==> src/rtl/fp_pkg.sv <==
// Shared floating-point definitions for the divide and multiply blocks.
package fp_pkg;

   localparam int FP_FRAC_WIDTH = 24;
   localparam int FP_EXP_WIDTH  = 8;
   localparam int FP_BIAS       = (1 << (FP_EXP_WIDTH - 1)) - 1;
   localparam int FP_MAX_EXP    = (1 << FP_EXP_WIDTH) - 1;

   typedef enum logic [2:0] {
      IDLE,
      UNPACK,
      DIVIDE,
      ROUND,
      DONE
   } div_state_e;

   function automatic int fp_bias(input int exp_width);
      return (1 << (exp_width - 1)) - 1;
   endfunction

   function automatic int fp_max_exp(input int exp_width);
      return (1 << exp_width) - 1;
   endfunction

   // Canonical quiet NaN: sign 0, exponent all ones, mantissa MSB set.
   // Returned in the low frac_width+exp_width bits of a wide word.
   function automatic logic [63:0] fp_qnan(input int frac_width, input int exp_width);
      logic [63:0] word;
      word = '0;
      for (int i = 0; i < exp_width; i++) begin
         word[frac_width - 1 + i] = 1'b1;
      end
      word[frac_width - 2] = 1'b1;
      return word;
   endfunction

endpackage

==> src/rtl/floating_point_classify.sv <==
// Combinational operand classifier shared by the FP blocks.
module floating_point_classify
   import fp_pkg::*;
#(
   parameter int FRAC_WIDTH = FP_FRAC_WIDTH,
   parameter int EXP_WIDTH  = FP_EXP_WIDTH
) (
   input  logic [FRAC_WIDTH+EXP_WIDTH-1:0] operand_in,
   output logic                            is_zero,
   output logic                            is_subnormal,
   output logic                            is_inf,
   output logic                            is_nan
);

   localparam int W = FRAC_WIDTH + EXP_WIDTH;

   logic [EXP_WIDTH-1:0]  exp_field;
   logic [FRAC_WIDTH-2:0] mant_field;
   logic                  exp_zero;
   logic                  exp_ones;
   logic                  mant_zero;

   assign exp_field  = operand_in[W-2 -: EXP_WIDTH];
   assign mant_field = operand_in[FRAC_WIDTH-2:0];
   assign exp_zero   = (exp_field == '0);
   assign exp_ones   = (exp_field == '1);
   assign mant_zero  = (mant_field == '0);

   assign is_zero      = exp_zero & mant_zero;
   assign is_subnormal = exp_zero & ~mant_zero;
   assign is_inf       = exp_ones & mant_zero;
   assign is_nan       = exp_ones & ~mant_zero;

endmodule

==> src/rtl/floating_point_divide.sv <==
// Multi-cycle IEEE-754 style divider: restoring division, one quotient bit
// per cycle, round to nearest even, subnormals flushed to zero.
module floating_point_divide
   import fp_pkg::*;
#(
   parameter int FRAC_WIDTH = FP_FRAC_WIDTH,
   parameter int EXP_WIDTH  = FP_EXP_WIDTH
) (
   input  logic                            clkIn,
   input  logic                            rstIn,
   input  logic [FRAC_WIDTH+EXP_WIDTH-1:0] dataAIn,
   input  logic [FRAC_WIDTH+EXP_WIDTH-1:0] dataBIn,
   input  logic                            validIn,
   output logic                            readyOut,
   output logic [FRAC_WIDTH+EXP_WIDTH-1:0] dataOut,
   output logic                            validOut,
   input  logic                            readyIn
);

   localparam int W   = FRAC_WIDTH + EXP_WIDTH;
   localparam int M   = FRAC_WIDTH - 1;
   localparam int QW  = FRAC_WIDTH + 2;
   localparam int EW2 = EXP_WIDTH + 2;
   localparam int CW  = $clog2(QW + 1);

   localparam logic signed [EW2-1:0] BIAS_S = EW2'(fp_bias(EXP_WIDTH));
   localparam logic signed [EW2-1:0] MAX_S  = EW2'(fp_max_exp(EXP_WIDTH));
   localparam logic signed [EW2-1:0] ZERO_S = '0;
   localparam logic signed [EW2-1:0] ONE_S  = EW2'(1);
   localparam logic [63:0]           QNAN_WIDE = fp_qnan(FRAC_WIDTH, EXP_WIDTH);
   localparam logic [W-1:0]          QNAN      = QNAN_WIDE[W-1:0];
   localparam logic [CW-1:0]         LAST_ITER = CW'(QW - 1);

   div_state_e              state_q, state_d;
   logic [W-1:0]            op_a_q, op_a_d;
   logic [W-1:0]            op_b_q, op_b_d;
   logic                    sign_q, sign_d;
   logic signed [EW2-1:0]   exp_q, exp_d;
   logic [FRAC_WIDTH:0]     rem_q, rem_d;
   logic [FRAC_WIDTH-1:0]   divisor_q, divisor_d;
   logic [QW-1:0]           quot_q, quot_d;
   logic [CW-1:0]           cnt_q, cnt_d;
   logic                    special_q, special_d;
   logic [W-1:0]            result_q, result_d;

   logic a_zero_raw, a_sub, a_inf, a_nan;
   logic b_zero_raw, b_sub, b_inf, b_nan;

   floating_point_classify #(
      .FRAC_WIDTH (FRAC_WIDTH),
      .EXP_WIDTH  (EXP_WIDTH)
   ) u_classify_a (
      .operand_in   (op_a_q),
      .is_zero      (a_zero_raw),
      .is_subnormal (a_sub),
      .is_inf       (a_inf),
      .is_nan       (a_nan)
   );

   floating_point_classify #(
      .FRAC_WIDTH (FRAC_WIDTH),
      .EXP_WIDTH  (EXP_WIDTH)
   ) u_classify_b (
      .operand_in   (op_b_q),
      .is_zero      (b_zero_raw),
      .is_subnormal (b_sub),
      .is_inf       (b_inf),
      .is_nan       (b_nan)
   );

   logic         res_sign;
   logic         a_zero, b_zero;
   logic         is_special;
   logic [W-1:0] special_res;

   // Pick the special-case result (subnormals already count as zero).
   always_comb begin
      res_sign    = op_a_q[W-1] ^ op_b_q[W-1];
      a_zero      = a_zero_raw | a_sub;
      b_zero      = b_zero_raw | b_sub;
      is_special  = 1'b1;
      special_res = '0;
      if (a_nan | b_nan | (a_zero & b_zero) | (a_inf & b_inf)) begin
         special_res = QNAN;
      end else if (a_inf | b_zero) begin
         special_res = {res_sign, {EXP_WIDTH{1'b1}}, {M{1'b0}}};
      end else if (a_zero | b_inf) begin
         special_res = {res_sign, {(W-1){1'b0}}};
      end else begin
         is_special = 1'b0;
      end
   end

   logic                  q_msb;
   logic signed [EW2-1:0] norm_exp;
   logic signed [EW2-1:0] rnd_exp;
   logic [M-1:0]          mant_raw;
   logic                  round_bit;
   logic                  sticky;
   logic                  round_inc;
   logic [M:0]            mant_sum;
   logic [W-1:0]          round_res;

   // Normalize the quotient, round to nearest even and clamp the exponent.
   always_comb begin
      q_msb     = quot_q[QW-1];
      norm_exp  = q_msb ? exp_q : (exp_q - ONE_S);
      mant_raw  = q_msb ? quot_q[QW-2 -: M] : quot_q[QW-3 -: M];
      round_bit = q_msb ? quot_q[1] : quot_q[0];
      sticky    = q_msb ? (quot_q[0] | (|rem_q)) : (|rem_q);
      round_inc = round_bit & (sticky | mant_raw[0]);
      mant_sum  = {1'b0, mant_raw} + {{M{1'b0}}, round_inc};
      rnd_exp   = norm_exp + $signed({{(EW2-1){1'b0}}, mant_sum[M]});
      if (rnd_exp >= MAX_S) begin
         round_res = {sign_q, {EXP_WIDTH{1'b1}}, {M{1'b0}}};
      end else if (rnd_exp <= ZERO_S) begin
         round_res = {sign_q, {(W-1){1'b0}}};
      end else begin
         round_res = {sign_q, rnd_exp[EXP_WIDTH-1:0], mant_sum[M-1:0]};
      end
   end

   logic                ge;
   logic [FRAC_WIDTH:0] diff;

   // Next-state logic and datapath updates for each FSM state.
   always_comb begin
      state_d   = state_q;
      op_a_d    = op_a_q;
      op_b_d    = op_b_q;
      sign_d    = sign_q;
      exp_d     = exp_q;
      rem_d     = rem_q;
      divisor_d = divisor_q;
      quot_d    = quot_q;
      cnt_d     = cnt_q;
      special_d = special_q;
      result_d  = result_q;
      ge        = (rem_q >= {1'b0, divisor_q});
      diff      = ge ? (rem_q - {1'b0, divisor_q}) : rem_q;
      case (state_q)
         IDLE: begin
            if (validIn) begin
               op_a_d  = dataAIn;
               op_b_d  = dataBIn;
               state_d = UNPACK;
            end
         end
         UNPACK: begin
            sign_d    = res_sign;
            exp_d     = $signed({2'b00, op_a_q[W-2 -: EXP_WIDTH]})
                      - $signed({2'b00, op_b_q[W-2 -: EXP_WIDTH]}) + BIAS_S;
            rem_d     = {2'b01, op_a_q[M-1:0]};
            divisor_d = {1'b1, op_b_q[M-1:0]};
            quot_d    = '0;
            cnt_d     = '0;
            // Specials are held one extra cycle so their latency is fixed.
            if (special_q) begin
               special_d = 1'b0;
               result_d  = special_res;
               state_d   = DONE;
            end else if (is_special) begin
               special_d = 1'b1;
            end else begin
               state_d = DIVIDE;
            end
         end
         DIVIDE: begin
            rem_d  = {diff[FRAC_WIDTH-1:0], 1'b0};
            quot_d = {quot_q[QW-2:0], ge};
            cnt_d  = cnt_q + CW'(1);
            if (cnt_q == LAST_ITER) begin
               cnt_d   = '0;
               state_d = ROUND;
            end
         end
         ROUND: begin
            result_d = round_res;
            state_d  = DONE;
         end
         DONE: begin
            if (readyIn) begin
               state_d = IDLE;
            end
         end
         default: state_d = IDLE;
      endcase
   end

   // State and datapath registers; reset drops any division in progress.
   always_ff @(posedge clkIn or posedge rstIn) begin
      if (rstIn) begin
         state_q   <= IDLE;
         op_a_q    <= '0;
         op_b_q    <= '0;
         sign_q    <= 1'b0;
         exp_q     <= '0;
         rem_q     <= '0;
         divisor_q <= '0;
         quot_q    <= '0;
         cnt_q     <= '0;
         special_q <= 1'b0;
         result_q  <= '0;
      end else begin
         state_q   <= state_d;
         op_a_q    <= op_a_d;
         op_b_q    <= op_b_d;
         sign_q    <= sign_d;
         exp_q     <= exp_d;
         rem_q     <= rem_d;
         divisor_q <= divisor_d;
         quot_q    <= quot_d;
         cnt_q     <= cnt_d;
         special_q <= special_d;
         result_q  <= result_d;
      end
   end

   assign readyOut = (state_q == IDLE);
   assign validOut = (state_q == DONE);
   assign dataOut  = result_q;

endmodule
==> config.mk <==
export PLATFORM = sky130hd
export DESIGN_NAME = floating_point_divide
export DESIGN_NICKNAME = d
export VERILOG_FILES = /design/src/rtl/fp_pkg.sv /design/src/rtl/floating_point_classify.sv /design/src/rtl/floating_point_divide.sv
export SDC_FILE = /design/constraint.sdc
export NUM_CORES = 1
export LEC_CHECK = 0
export CAP_MARGIN = 0
export CORE_MARGIN = 10
export CORE_UTILIZATION = 50
export DETAILED_ROUTE_END_ITERATION = 8
export GPL_ROUTABILITY_DRIVEN = 0
export HOLD_SLACK_MARGIN = 0.15
export MAX_ROUTING_LAYER = met4
export PLACE_DENSITY_LB_ADDON = 0.25
export REMOVE_ABC_BUFFERS = 1
export SYNTH_ARGS = -nofsm -noshare
export SYNTH_HDL_FRONTEND = slang
export SYNTH_SLANG_ARGS = --single-unit
==> constraint.sdc <==
create_clock -name clkIn -period 6.8 [get_ports clkIn]
set_input_delay 1.36 -clock clkIn [delete_from_list [all_inputs] [get_ports clkIn]]
set_output_delay 1.36 -clock clkIn [all_outputs]
set_load 0.01 [all_outputs]
==> out/qor.yml, run 1 <==
outcome:
  status: "completed"
final_layout:
  layout-drive-gt1-share_pct: 9.48
  final_net_count: 1320
  final_cells: 1504
  area_growth_pct: 15.9
  antennaDiodeCount: 0
  fin_util_pct: 59.0
  fillers: 1879
global_routing:
  grt_pass1_vias: 8687
  grt_remaining_overflow: 0
  grt_max_degree: 92
  grt_pass1_wl_um: 44500
  grt_use_total_pct: 19.2
  antenna_found_initial: 0
clocking:
  clkTransAtPathRegs_ns: 0.07
  cts_root_buf: "clkbuf_16"
  clk_latency_ns: 0.44
  cts_sinks: 191
  htree_num_levels: 4
  cts_setup_buffers: 0
  clockBufferDepth: 2
  cts_buffers: 17
  cts_tree: "done"
  post_cts_resized: 0
  ctsHoldBuffers: 0
detailed_routing:
  dr.pass1.iters: 6
  via_per_inst: 5.92
  drc: 0
  wl_per_cell_um: 17.7
  routed.top_layer: "met4"
  wl_met1_um: 12400
  drtAntennaViolNets: 0
  routed-wl-met3_um: 1310
  drt_iter0_markers: 617
  met2_length_um: 12500
  wirelength_um: 26600
  vias: 8906
die:
  die_height_um: 169
  rows: 54
  core_mm2: 0.0218
  die_area_mm2: 0.0286
  die_x_um: 169
  io_pins: 102
  initial_utilization_pct: 50.9
critical_path:
  path_cells: "nand2_1 > a21boi_0 > nand3_1 > nor2_1 > nand2_1 > nor3b_1 > ha_1 > ha_1 > nor2b_1 > mux2i_1 > a2111oi_2 > xnor2_1 > and4bb_1 > nor4_4 > a32o_1"
  cp_top_family: "simple AND/OR/NAND/NOR gates"
  worstSetupEndpoint: "dataOut[17]"
  slowest_delay_ns: 1.03
  slowest_stage: "dfrtp_2"
  worst_setup_path_end_kind: "flop"
  critPathKind: "reg -> reg"
  required_ns: 7.17
  path_buf_inv: 0
  worstPathMaxFanout: 56
  rrSetupSlack_ns: 1.34
  startpoint: "quot_q[25]"
  rr_worst_depth: 15
  reg2reg_from: "quot_q[25]"
  crit_cells: 15
  r2r-end: "dataOut[17]"
  cp-start-kind: "flop"
  cp_data_arrival_time_ns: 5.83
sta:
  worst_slew_pin_slew_ns: 1.10
  max_clock_freq_mhz: 183
  slew_headroom_pct: 25.8
  period_needed_ns: 5.46
  period_share_pct: 80.3
  tns_ns: 0
  finalHoldViolCount: 0
  fin_skew_ns: 0.0130
  rsz0062_at_grt: "no"
  finalSetupViolations: 0
  maxSlewViolCount: 0
place:
  dp_cells: 1472
  placement.io_buffers: 101
  place_hpwl_um: 19100
power:
  powerDensity_mw_per_mm2: 520
  ir_drop_v: 0.000265
  p_leak_nw: 5.43
yosys:
  ys_seq_elements: 191
  yosysUniqueCellTypes: 72
  synth_area_mm2: 0.0111
  synth-main-ff-cell: "dfrtp_1"
  async_flop_share_pct: 100
  synth_most_common_cell: "dfrtp_1"
  ys_top_cells_by_area: "dfrtp_1 (43%), mux2_2 (6.0%), ha_1 (4.4%), nand2_1 (4.0%), o21ai_0 (3.8%)"
  syn_inst: 1148
  ys_warn_count: 0
  avgSynthCellArea_um2: 9.67
  netlist.area_leader.share_pct: 43.0
  yosysTopAreaCell: "dfrtp_1"
  synth_edf_count: 0
  synth_common_cells: "dfrtp_1 (191), nand2_1 (119), o21ai_0 (85)"
  ys_seq_area_share_pct: 43.0
min_path:
  hold_class: "reg -> reg"
  hold_start: "divisor_q[23]"
flow_run:
  maxCapViolCount: 0
[report_power, final]
group | internal (mW) | total, mW | switching [mW]
Combinational | 1.60 | 3.65 | 2.05
Clock | 0.540 | 1.02 | 0.484
Sequential | 1.59 | 2.01 | 0.427
[flip-flops by register name (all words and copies together) (netlist names)]
register,cells
state_q,3
sign_q,1
divisor_q,24
cnt_q,5
rem_q,25
special_q,1
op_b_q,32
op_a_q,32
quot_q,26
exp_q,10
dataOut,32
[per-stage QoR]
stage | setup slack [ns] | power, mW | instance area (µm²) | hold slack, ns
after floorplan | 0.241 | 4.67 | 10800 | 0.418
after global placement | 1.66 | 5.54 | 12300 | 0.437
after detailed placement | 1.46 | 5.63 | 12300 | 0.443
after CTS | 1.37 | 6.69 | 12900 | 0.460
after global routing | 0.846 | 7.24 | 12900 | 0.474
final | 1.34 | 6.69 | 12900 | 0.454
[placed cells by master, fill, tap and decap left out, types with 27 or more instances in the layout]
master,n
nor2_1,54
nand2_1,119
xor2_1,27
mux2_2,59
a21oi_1,52
nand3_1,29
inv_1,49
clkdlybuf4s50_1,101
o21ai_0,85
xnor2_1,41
dfrtp_1,190
ha_1,39
a22o_1,43
[tightest hold or removal path: stages (launching register included)]
cell     delay (ns)
dfrtp_1        0.33
inv_1          0.05
nand2_1        0.05
[cell families (layout without fill, tap and decap cells)]
group | after synthesis | count (layout) | share of synthesized area (%)
AND/OR/NAND/NOR | 342 | 342 | 15.7
multiplexers | 84 | 84 | 8.24
adder cells (fa/ha/maj) | 41 | 41 | 4.75
flip-flops | 191 | 191 | 43.0
XOR/XNOR | 68 | 68 | 5.36
buffers and inverters | 118 | 194 | 4.24
AO/OA/AOI/OAI | 304 | 304 | 18.7
[worst min path at each step]
stage	endpoint	slack, ns	cells past startpoint
CTS	divisor_q[23]	0.46	2
detailed placement	divisor_q[23]	0.44	2
global placement	divisor_q[23]	0.44	2
global route	divisor_q[23]	0.47	2
floorplan	divisor_q[23]	0.42	2
finish	divisor_q[23]	0.45	2
[routing by layer]
layer / track usage [%] / vias to the layer above
met3: 3.27 / 30
met2: 30.0 / 213
li1: - / 4307
met5: - / -
met1: 25.3 / 4356
met4: 5.74 / 0
[final cells by class]
| class | count | area [µm²] | area share [%] |
|---|---|---|---|
| multi-input combinational | 839 | 5860 | 45.6 |
| sequential | 191 | 4780 | 37.1 |
| timing repair buffer | 111 | 1090 | 8.44 |
| clock buffer | 19 | 453 | 3.52 |
| tap | 280 | 350 | 2.72 |
| inverter | 51 | 196 | 1.53 |
| clock inverter | 13 | 143 | 1.11 |
Note: power is estimated with default switching activity, not from simulation.
==> inputs of run 2 (changes only) <==
- clock period: 6.8 -> 5.3 ns (I/O delays scaled with it)
==> out/qor.yml, run 2 (same netlist as run 1, synthesis figures left out) <==
outcome:
  status: "completed"  # unchanged
critical_path:
  slowest_delay_ns: 0.60  # was 1.03 ns
  cp-start-kind: "flop"  # unchanged
  slowest_stage: "dfrtp_2"  # unchanged
  worst_setup_path_end_kind: "flop"  # unchanged
  required_ns: 5.67  # was 7.17 ns
  cp_data_arrival_time_ns: 4.88  # was 5.83 ns
  path_cells: "nand2b_1 > a21oi_1 > nand2_1 > nor3_1 > nand2_1 > nor3b_1 > ha_1 > ha_1 > nor2b_1 > mux2i_1 > a2111oi_2 > xnor2_1 > and4bb_1 > nor4_4 > buf_4 > a32o_1"  # was nand2_1 > a21boi_0 > nand3_1 > nor2_1 > nand2_1 > nor3b_1 > ha_1 > ha_1 > nor2b_1 > mux2i_1 > a2111oi_2 > xnor2_1 > and4bb_1 > nor4_4 > a32o_1
  crit_cells: 16  # was 15
  rr_worst_depth: 16  # was 15
  critPathKind: "reg -> reg"  # unchanged
  path_buf_inv: 1  # was 0
  worstPathMaxFanout: 27  # was 56
  cp_top_family: "simple AND/OR/NAND/NOR gates"  # unchanged
global_routing:
  grt_remaining_overflow: 0  # unchanged
  grt_pass1_wl_um: 44300  # was 44500 µm
  grt_pass1_vias: 8635  # was 8687
  antenna_found_initial: 0  # unchanged
  grt_max_degree: 118  # was 92
  grt_use_total_pct: 19.1  # was 19.2%
sta:
  finalHoldViolCount: 0  # unchanged
  tns_ns: 0  # unchanged
  fin_skew_ns: 0.0159  # was 0.0130 ns
  rsz0062_at_grt: "no"  # unchanged
  slew_headroom_pct: 29.2  # was 25.8%
  period_share_pct: 85.2  # was 80.3%
  finalSetupViolations: 0  # unchanged
  max_clock_freq_mhz: 222  # was 183 MHz
  period_needed_ns: 4.51  # was 5.46 ns
  setup_ws_ns: 0.785  # was 1.34 ns
  maxSlewViolCount: 0  # unchanged
  worst_slew_pin_slew_ns: 1.06  # was 1.10 ns
  hold_ws_ns: 0.458  # was 0.454 ns
detailed_routing:
  wl_per_cell_um: 17.6  # was 17.7 µm
  vias: 8765  # was 8906
  drtAntennaViolNets: 0  # unchanged
  drt_iter0_markers: 600  # was 617
  via_per_inst: 5.82  # was 5.92
  drc: 0  # unchanged
  dr.pass1.iters: 5  # was 6
  wirelength_um: 26500  # was 26600 µm
final_layout:
  fin_util_pct: 59.1  # was 59.0%
  seq_area_mm2: 0.00478  # unchanged
  final_cells: 1507  # was 1504
  design_area_mm2: 0.0129  # about the same
  antennaDiodeCount: 0  # unchanged
  layout_common_cells: "dfrtp_1 (190), nand2_1 (119), clkdlybuf4s50_1 (101)"  # unchanged
  area_growth_pct: 16.1  # was 15.9%
  final_net_count: 1323  # was 1320
  fillers: 1887  # was 1879
  multiInputGateArea_mm2: 0.00586  # unchanged
  layout-drive-gt1-share_pct: 9.70  # was 9.48%
  layout_commonest_cell: "dfrtp_1"  # unchanged
clocking:
  cts_root_buf: "clkbuf_16"  # unchanged
  cts_setup_buffers: 0  # unchanged
  ctsHoldBuffers: 0  # unchanged
  clkTransAtPathRegs_ns: 0.07  # about the same
  htree_num_levels: 4  # unchanged
  cts_tree: "done"  # unchanged
  post_cts_resized: 0  # unchanged
  cts_buffers: 17  # unchanged
  clockBufferDepth: 2  # unchanged
  clk_latency_ns: 0.44  # about the same
  cts_sinks: 191  # unchanged
die:
  die_area_mm2: 0.0286  # unchanged
  initial_utilization_pct: 50.9  # unchanged
  core_mm2: 0.0218  # unchanged
  rows: 54  # unchanged
  io_pins: 102  # unchanged
  die_x_um: 169  # unchanged
  die_height_um: 169  # unchanged
min_path:
  min_path_cells: 2  # unchanged
  hold_class: "reg -> reg"  # unchanged
place:
  dp_slack_ns: 0.797  # was 1.46 ns
  place_hpwl_um: 19200  # was 19100 µm
  placed_cell_area_mm2: 0.0123  # about the same
  dp_cells: 1475  # was 1472
  placement.io_buffers: 101  # unchanged
flow_run:
  maxCapViolCount: 0  # unchanged
power:
  p_total_mw: 8.55  # was 6.69 mW
  powerDensity_mw_per_mm2: 663  # was 520 mW/mm²
  p_leak_nw: 5.45  # was 5.43 nW
  ir_drop_v: 0.000379  # was 0.000265 V
run 2: changes by cell type in the layout (fill, tap and decap cells not counted), sizes merged:
| cell | change |
|---|---|
| clkinv | +2 |
| buf | +3 |
| clkinvlp | -2 |
run 2: where the power goes:
| part | internal (mW) | switching [mW] | total [mW] |
|---|---|---|---|
| Sequential | 2.04 | 0.552 | 2.59 |
| Combinational | 2.05 | 2.59 | 4.64 |
| Clock | 0.694 | 0.620 | 1.31 |
| Total | 4.78 | 3.76 | 8.55 |
run 2: cell type report:
| cell class | count | share of cell area, % |
|---|---|---|
| multi-input combinational | 839 | 45.5 |
| sequential | 191 | 37.1 |
| timing repair buffer | 114 | 8.60 |
| clock buffer | 19 | 3.51 |
| tap | 280 | 2.72 |
| inverter | 51 | 1.52 |
| clock inverter | 13 | 1.12 |
run 2: final timing paths:
path,slack (ns),from,endpoint
max in group asynchronous,3.09,rstIn,op_b_q[28]
worst min-delay path,0.46,divisor_q[23],divisor_q[23]
worst max-delay path,0.79,quot_q[25],dataOut[17]
worst min register to register,0.46,divisor_q[23],divisor_q[23]
worst max register to register,0.79,quot_q[25],dataOut[17]
min in group asynchronous,1.14,rstIn,dataOut[16]
run 2: worst register-to-register path, stage by stage (launching register included):
cell       delay [ns]
dfrtp_2          0.60
nand2b_1         0.28
a21oi_1          0.30
nand2_1          0.13
nor3_1           0.26
nand2_1          0.14
nor3b_1          0.22
ha_1             0.21
ha_1             0.18
nor2b_1          0.17
mux2i_1          0.17
a2111oi_2        0.51
xnor2_1          0.23
and4bb_1         0.28
nor4_4           0.27
buf_4            0.29
a32o_1           0.20
run 2: routing by layer:
layer,routed length [µm],vias up,GRT usage (%)
met2,12600,173,29.6
met3,1100,26,3.89
met4,371,0,4.73
met5,0,-,-
met1,12400,4256,25.2
li1,-,4310,-
